===== src/rtl/temp_scan_if.sv =====
// Signal bundle between temp_scan_ctrl (slave) and the system/sensor side (master).
interface temp_scan_if #(
  parameter int W = 8
);
  logic         enable;
  logic [W-1:0] temp_compare;
  logic         sensAck;
  logic [W-1:0] sensData;
  logic         sensReq;
  logic [1:0]   sensSel;
  logic [W-1:0] avg;
  logic         avgValid;
  logic         tooHot;
  logic         sensFault;
  logic         busy;

  modport master (
    output enable, temp_compare, sensAck, sensData,
    input  sensReq, sensSel, avg, avgValid, tooHot, sensFault, busy
  );

  modport slave (
    input  enable, temp_compare, sensAck, sensData,
    output sensReq, sensSel, avg, avgValid, tooHot, sensFault, busy
  );
endinterface


===== src/rtl/temp_scan_ctrl.sv =====
// Four-sensor scan loop: floor average, debounced over-temperature alarm, sticky timeout fault.
// Optional macro TEMP_HYST_EN: the alarm clears only once avg + HYST <= threshold.
module temp_scan_ctrl #(
  parameter int W       = 8,
  parameter int PERIOD  = 1000,
  parameter int TIMEOUT = 64,
  parameter int HOT_CNT = 3,
  parameter int HYST    = 2
) (
  input  logic       clk,
  input  logic       rst_n,
  temp_scan_if.slave bus
);
  localparam int TO_W = $clog2(TIMEOUT + 1);
  localparam int WC_W = $clog2(PERIOD + 1);
  localparam int HC_W = $clog2(HOT_CNT + 1);
  localparam logic [TO_W-1:0] TO_LAST   = TO_W'(TIMEOUT - 1);
  localparam logic [WC_W-1:0] WAIT_LAST = WC_W'(PERIOD - 1);
  localparam logic [HC_W-1:0] HOT_MAX   = HC_W'(HOT_CNT);
`ifdef TEMP_HYST_EN
  localparam bit HYST_ON = 1'b1;
`else
  localparam bit HYST_ON = 1'b0;
`endif
  // With the margin at zero the clear test collapses to "not hot".
  localparam logic [W:0] MARGIN = HYST_ON ? (W+1)'(HYST) : '0;

  typedef enum logic [2:0] {S_IDLE, S_REQ, S_ACC, S_CMP, S_WAIT} state_t;

  state_t          r_state, w_next;
  logic [W+1:0]    r_acc;
  logic [W-1:0]    r_data, r_avg;
  logic [1:0]      r_sel;
  logic [TO_W-1:0] r_to_cnt;
  logic [WC_W-1:0] r_wcnt;
  logic [HC_W-1:0] r_hot_cnt;
  logic            r_req, r_busy, r_avg_vld, r_too_hot, r_fault;

  logic [W-1:0]    w_avg_new;
  logic [HC_W-1:0] w_hot_inc;
  logic            w_hot, w_clear, w_to_hit, w_wait_done;

  assign w_avg_new   = r_acc[W+1:2];
  assign w_hot       = w_avg_new > bus.temp_compare;
  assign w_clear     = ({1'b0, w_avg_new} + MARGIN) <= {1'b0, bus.temp_compare};
  assign w_hot_inc   = (r_hot_cnt == HOT_MAX) ? HOT_MAX : r_hot_cnt + HC_W'(1);
  assign w_to_hit    = (r_to_cnt == TO_LAST);
  assign w_wait_done = (r_wcnt >= WAIT_LAST);

  always_ff @(posedge clk or negedge rst_n) begin
    if (!rst_n) r_state <= S_IDLE;
    else        r_state <= w_next;
  end

  always_comb begin
    w_next = r_state;
    if (!bus.enable) begin
      w_next = S_IDLE;
    end else begin
      case (r_state)
        S_IDLE: w_next = S_REQ;
        S_REQ: begin
          if (bus.sensAck)   w_next = S_ACC;
          else if (w_to_hit) w_next = S_WAIT;
        end
        S_ACC:  w_next = (r_sel == 2'd3) ? S_CMP : S_REQ;
        S_CMP:  w_next = S_WAIT;
        S_WAIT: if (w_wait_done) w_next = S_REQ;
        default: w_next = S_IDLE;
      endcase
    end
  end

  always_ff @(posedge clk or negedge rst_n) begin
    if (!rst_n) begin
      r_acc     <= '0;
      r_data    <= '0;
      r_avg     <= '0;
      r_sel     <= '0;
      r_to_cnt  <= '0;
      r_wcnt    <= '0;
      r_hot_cnt <= '0;
      r_req     <= 1'b0;
      r_busy    <= 1'b0;
      r_avg_vld <= 1'b0;
      r_too_hot <= 1'b0;
      r_fault   <= 1'b0;
    end else begin
      r_req     <= (w_next == S_REQ);
      r_busy    <= (w_next == S_REQ) || (w_next == S_ACC) || (w_next == S_CMP);
      r_avg_vld <= 1'b0;
      if (!bus.enable) begin
        r_sel    <= '0;
        r_acc    <= '0;
        r_to_cnt <= '0;
      end else begin
        case (r_state)
          S_IDLE: begin
            r_sel    <= '0;
            r_acc    <= '0;
            r_to_cnt <= '0;
          end
          S_REQ: begin
            if (bus.sensAck) begin
              r_data   <= bus.sensData;
              r_to_cnt <= '0;
            end else if (w_to_hit) begin
              r_fault  <= 1'b1;
              r_acc    <= '0;
              r_sel    <= '0;
              r_to_cnt <= '0;
              r_wcnt   <= WC_W'(1);
            end else begin
              r_to_cnt <= r_to_cnt + TO_W'(1);
            end
          end
          S_ACC: begin
            r_acc <= r_acc + {2'b00, r_data};
            if (r_sel != 2'd3) r_sel <= r_sel + 2'd1;
          end
          S_CMP: begin
            r_avg     <= w_avg_new;
            r_avg_vld <= 1'b1;
            r_fault   <= 1'b0;
            r_sel     <= '0;
            r_wcnt    <= WC_W'(1);
            if (w_hot) begin
              r_hot_cnt <= w_hot_inc;
              if (w_hot_inc == HOT_MAX) r_too_hot <= 1'b1;
            end else begin
              r_hot_cnt <= '0;
              if (w_clear) r_too_hot <= 1'b0;
            end
          end
          S_WAIT: begin
            if (w_wait_done) begin
              r_acc    <= '0;
              r_sel    <= '0;
              r_to_cnt <= '0;
            end else begin
              r_wcnt <= r_wcnt + WC_W'(1);
            end
          end
          default: ;
        endcase
      end
    end
  end

  assign bus.sensReq   = r_req;
  assign bus.sensSel   = r_sel;
  assign bus.avg       = r_avg;
  assign bus.avgValid  = r_avg_vld;
  assign bus.tooHot    = r_too_hot;
  assign bus.sensFault = r_fault;
  assign bus.busy      = r_busy;
endmodule


===== src/flat_wrapper.sv =====
// flat-port wrapper written by rule: the top's interface ports become plain ports
module temp_scan_ctrl_flat 
#(
  parameter int W       = 8,
  parameter int PERIOD  = 1000,
  parameter int TIMEOUT = 64,
  parameter int HOT_CNT = 3,
  parameter int HYST    = 2
)
  (clk, rst_n, bus_enable, bus_temp_compare, bus_sensAck, bus_sensData, bus_sensReq, bus_sensSel, bus_avg, bus_avgValid, bus_tooHot, bus_sensFault, bus_busy);
  temp_scan_if #(.W(W)) bus_i ();
  input  logic clk;
  input  logic rst_n;
  input wire logic [$bits(bus_i.enable)-1:0] bus_enable;
  input wire logic [$bits(bus_i.temp_compare)-1:0] bus_temp_compare;
  input wire logic [$bits(bus_i.sensAck)-1:0] bus_sensAck;
  input wire logic [$bits(bus_i.sensData)-1:0] bus_sensData;
  output wire logic [$bits(bus_i.sensReq)-1:0] bus_sensReq;
  output wire logic [$bits(bus_i.sensSel)-1:0] bus_sensSel;
  output wire logic [$bits(bus_i.avg)-1:0] bus_avg;
  output wire logic [$bits(bus_i.avgValid)-1:0] bus_avgValid;
  output wire logic [$bits(bus_i.tooHot)-1:0] bus_tooHot;
  output wire logic [$bits(bus_i.sensFault)-1:0] bus_sensFault;
  output wire logic [$bits(bus_i.busy)-1:0] bus_busy;
  assign bus_i.enable = bus_enable;
  assign bus_i.temp_compare = bus_temp_compare;
  assign bus_i.sensAck = bus_sensAck;
  assign bus_i.sensData = bus_sensData;
  assign bus_sensReq = bus_i.sensReq;
  assign bus_sensSel = bus_i.sensSel;
  assign bus_avg = bus_i.avg;
  assign bus_avgValid = bus_i.avgValid;
  assign bus_tooHot = bus_i.tooHot;
  assign bus_sensFault = bus_i.sensFault;
  assign bus_busy = bus_i.busy;
  temp_scan_ctrl #(.W(W), .PERIOD(PERIOD), .TIMEOUT(TIMEOUT), .HOT_CNT(HOT_CNT), .HYST(HYST)) u_core (.clk(clk), .rst_n(rst_n), .bus(bus_i));
endmodule

===== config.mk =====
export PLATFORM = sky130hd
export DESIGN_NAME = temp_scan_ctrl_flat
export DESIGN_NICKNAME = d
export VERILOG_FILES = /design/src/rtl/temp_scan_if.sv /design/src/rtl/temp_scan_ctrl.sv /design/src/flat_wrapper.sv
export SDC_FILE = /design/constraint.sdc
export NUM_CORES = 1
export LEC_CHECK = 0
export BUFFER_PORTS_ARGS = -buffer_cell sky130_fd_sc_hd__buf_4
export CELL_PAD_IN_SITES_DETAIL_PLACEMENT = 0
export CELL_PAD_IN_SITES_GLOBAL_PLACEMENT = 1
export CORE_MARGIN = 1
export CORE_UTILIZATION = 49
export CTS_BUF_LIST = sky130_fd_sc_hd__clkbuf_16
export DETAILED_ROUTE_END_ITERATION = 10
export PLACE_DENSITY_LB_ADDON = 0.1
export SYNTH_ARGS = -nofsm -noshare
export SYNTH_HDL_FRONTEND = slang
export SYNTH_SLANG_ARGS = --single-unit

===== constraint.sdc =====
create_clock -name clk -period 4.9 [get_ports clk]
set_input_delay 0.245 -clock clk [delete_from_list [all_inputs] [get_ports clk]]
set_output_delay 0.245 -clock clk [all_outputs]
set_load 0.01 [all_outputs]

==> impl_metrics.ini <==
[layout]
area_delta_synth_final_pct = 15.0
final_cell_mix = dfrtp_1, nand2_1, buf_4
num_antenna_cells = 0
drive_above_1_share_pct = 17.5
final_common_cell = dfrtp_1
layout.nets = 371

[timing]
finalHoldViolations = 10
holdWs_ns = -0.0186
timing.final.crit_share_pct = 39.7
slew_headroom_pct = 50.9
skew_ns = 0.00724
timing.final.ws_setup_ns = 2.95
tns_ns = 0
max_freq_mhz = 513
rsz0062_at_grt = false
fin_crit_ns = 1.95
setup_viol = 0
max_slew.worst_pin.slew_ns = 0.735
slew_violations = 0

[routing]
num_vias = 2221
drc = 0
antenna_left = 0
firstDrtPassIters = 4
wire_per_inst_microns = 14.4
drt_iter0_markers = 159
routed_wl_microns = 5860
via_per_inst = 5.46

[global_route]
antenna_found_initial = 0
first_global_vias = 2098
grt_pass1_wl_microns = 9980
grt.total_usage_pct = 20.0
grt_overflow = 0
grt_max_degree = 56

[clock_network]
path_clk_slew_ns = 0.07
cts_sinks = 55
cts_resized = 0
htreeDepth = 2
cts.hold.buffers_added = 0
cts_setup_buffers = 0
clock_path_buffers = 2
clkLatencyLatePin_ns = 0.29
numCtsBuffers = 5
cts_root_buf = clkbuf_16
cts_tree = yes

[floorplanning]
die_w_microns = 80.2
start_util_pct = 50.6
num_rows = 28
die_h_microns = 80.2
pin_count = 35
placeableCoreArea_sq_um = 5920
dieArea_sq_um = 6440

[yosys]
ys_seq_area_share_pct = 45.9
synth-compound-area-share_pct = 18.2
synthArstFlopShare_pct = 100
synth_fp_nets = 337
synth_area_leader_cell = dfrtp_1
ys.warnings.count = 0
avgSynthCellArea_sq_um = 10.1
synth_top_family_by_area = compound AO/OA/AOI/OAI gates
synth_adder_area_share_pct = 8.60
netlist_instances = 297
synthSimpleGateAreaFrac_pct = 17.0
synthFlopType = dfrtp_1
muxShareOfSynthArea_pct = 3.71
synth_top_cell_area_share_pct = 45.9
synth_area_sq_um = 3000
synth_cell_types = 56
synthXorXnorAreaFrac_pct = 3.21
ys_top_cells_by_area = dfrtp_1, ha_1, nand2_1, mux2_2, o21ai_0
synth_edf_count = 0
synth_seq_cells = 55

[power]
p_leak_nw = 1.68
power_density_nw_per_um2 = 292
peakVddDrop_mv = 0.146

[worst_setup_path]
required_ns = 5.11
reg2reg_depth = 7
cp-end-kind = flop
reg2reg_from = u_core.r_data[0]
startpoint = u_core.r_data[0]
crit_path_start_kind = flop
path_class = flop to flop
worstPathArrival_ns = 2.15
crit_path_max_fanout = 3

[place]
numPortBuffers = 34
place_hpwl_microns = 4280
globalplace.congestion = 0.822
post-place-ws_ns = 2.99

[run]
cap_violations = 0

[worst_hold_path]
hold_path_class = input pin to asynchronous set/reset pin

[outcome]
violations = hold timing
outcome = finished, violations left
-- synthesized netlist by cell type (3+ instances only) --
master,number
xnor2_1,5
nand2_1,36
a21oi_1,16
o31ai_1,3
o21a_1,6
dfrtp_1,55
buf_2,5
a22o_1,9
ha_1,19
and2_1,4
o21ai_0,19
mux2_2,9
nor2_1,20
inv_1,17
and3_1,5
nand4_1,7
nor3_1,3
a31oi_1,5
or2_1,3
xor2_1,6
nor2b_1,3
-- through the flow --
step                hold slack, ns  cells  total power, mW  area [sq um]  util, %
global route                0.0703    407             1.06          3450     58.2
floorplan                  -0.0506    297            0.624          3000        -
global placement             0.334    399            0.676          3310     55.9
CTS                         0.0340    407             1.02          3450     58.2
finish                     -0.0186    407             1.01          3450     58.2
detailed placement           0.343    399            0.678          3310     55.9
-- routing by layer --
metal / global-route usage [%] / vias to the layer above / share of wire (%)
met1: 27.2 / 1056 / 49
met3: 3.18 / 5 / 2.7
li1: - / 1128 / -
met4: 5.00 / 0 / 0.75
met5: 0 / - / 0
met2: 33.2 / 32 / 48
-- final cells by class --
class,instances,area (sq um)
fill,532,2470
multi-input combinational,218,1520
sequential,55,1380
timing repair buffer,34,255
clock buffer,5,125
tap,75,93.8
inverter,17,63.8
clock inverter,3,11.3
-- cells by family after synthesis --
family          Yosys count
mux                      10
compound gates           79
flops                    55
buf+inv                  24
xor+xnor                 11
fa+ha+maj                20
simple gates             98
-- worst paths after layout --
kind | to | slack, ns
worst max-delay path | u_core.r_acc[8] | 2.95
worst min-delay path | u_core.r_to_cnt[2] | -0.02
worst max register to register | u_core.r_acc[8] | 2.95
worst min register to register | u_core.bus.avg[3] | 0.47
max in group asynchronous | u_core.bus.avg[0] | 4.42
min in group clk | u_core.r_data[6] | 0.18
-- sequential cells by signal, summed over array words and instances, names as in the netlist --
register	flops
u_core.bus.avgValid	1
u_core.bus.sensSel	2
u_core.bus.sensReq	1
u_core.r_to_cnt	7
u_core.r_state	3
u_core.bus.avg	8
u_core.bus.tooHot	1
u_core.r_acc	10
u_core.r_hot_cnt	2
u_core.bus.busy	1
u_core.r_wcnt	10
u_core.bus.sensFault	1
u_core.r_data	8
-- worst max-delay path, stage by stage, from the launching register on --
cell,delay (ns)
dfrtp_1,0.38
ha_1,0.23
fa_1,0.41
a21oi_1,0.18
o21ai_0,0.13
a31oi_1,0.27
a21oi_1,0.11
o22ai_1,0.16
-- where the power goes --
part / switching (mW) / internal (mW)
Combinational: 0.0769 / 0.0749
Clock: 0.154 / 0.185
Sequential: 0.0277 / 0.489
No activity file was read; power rests on OpenSTA's default activity.
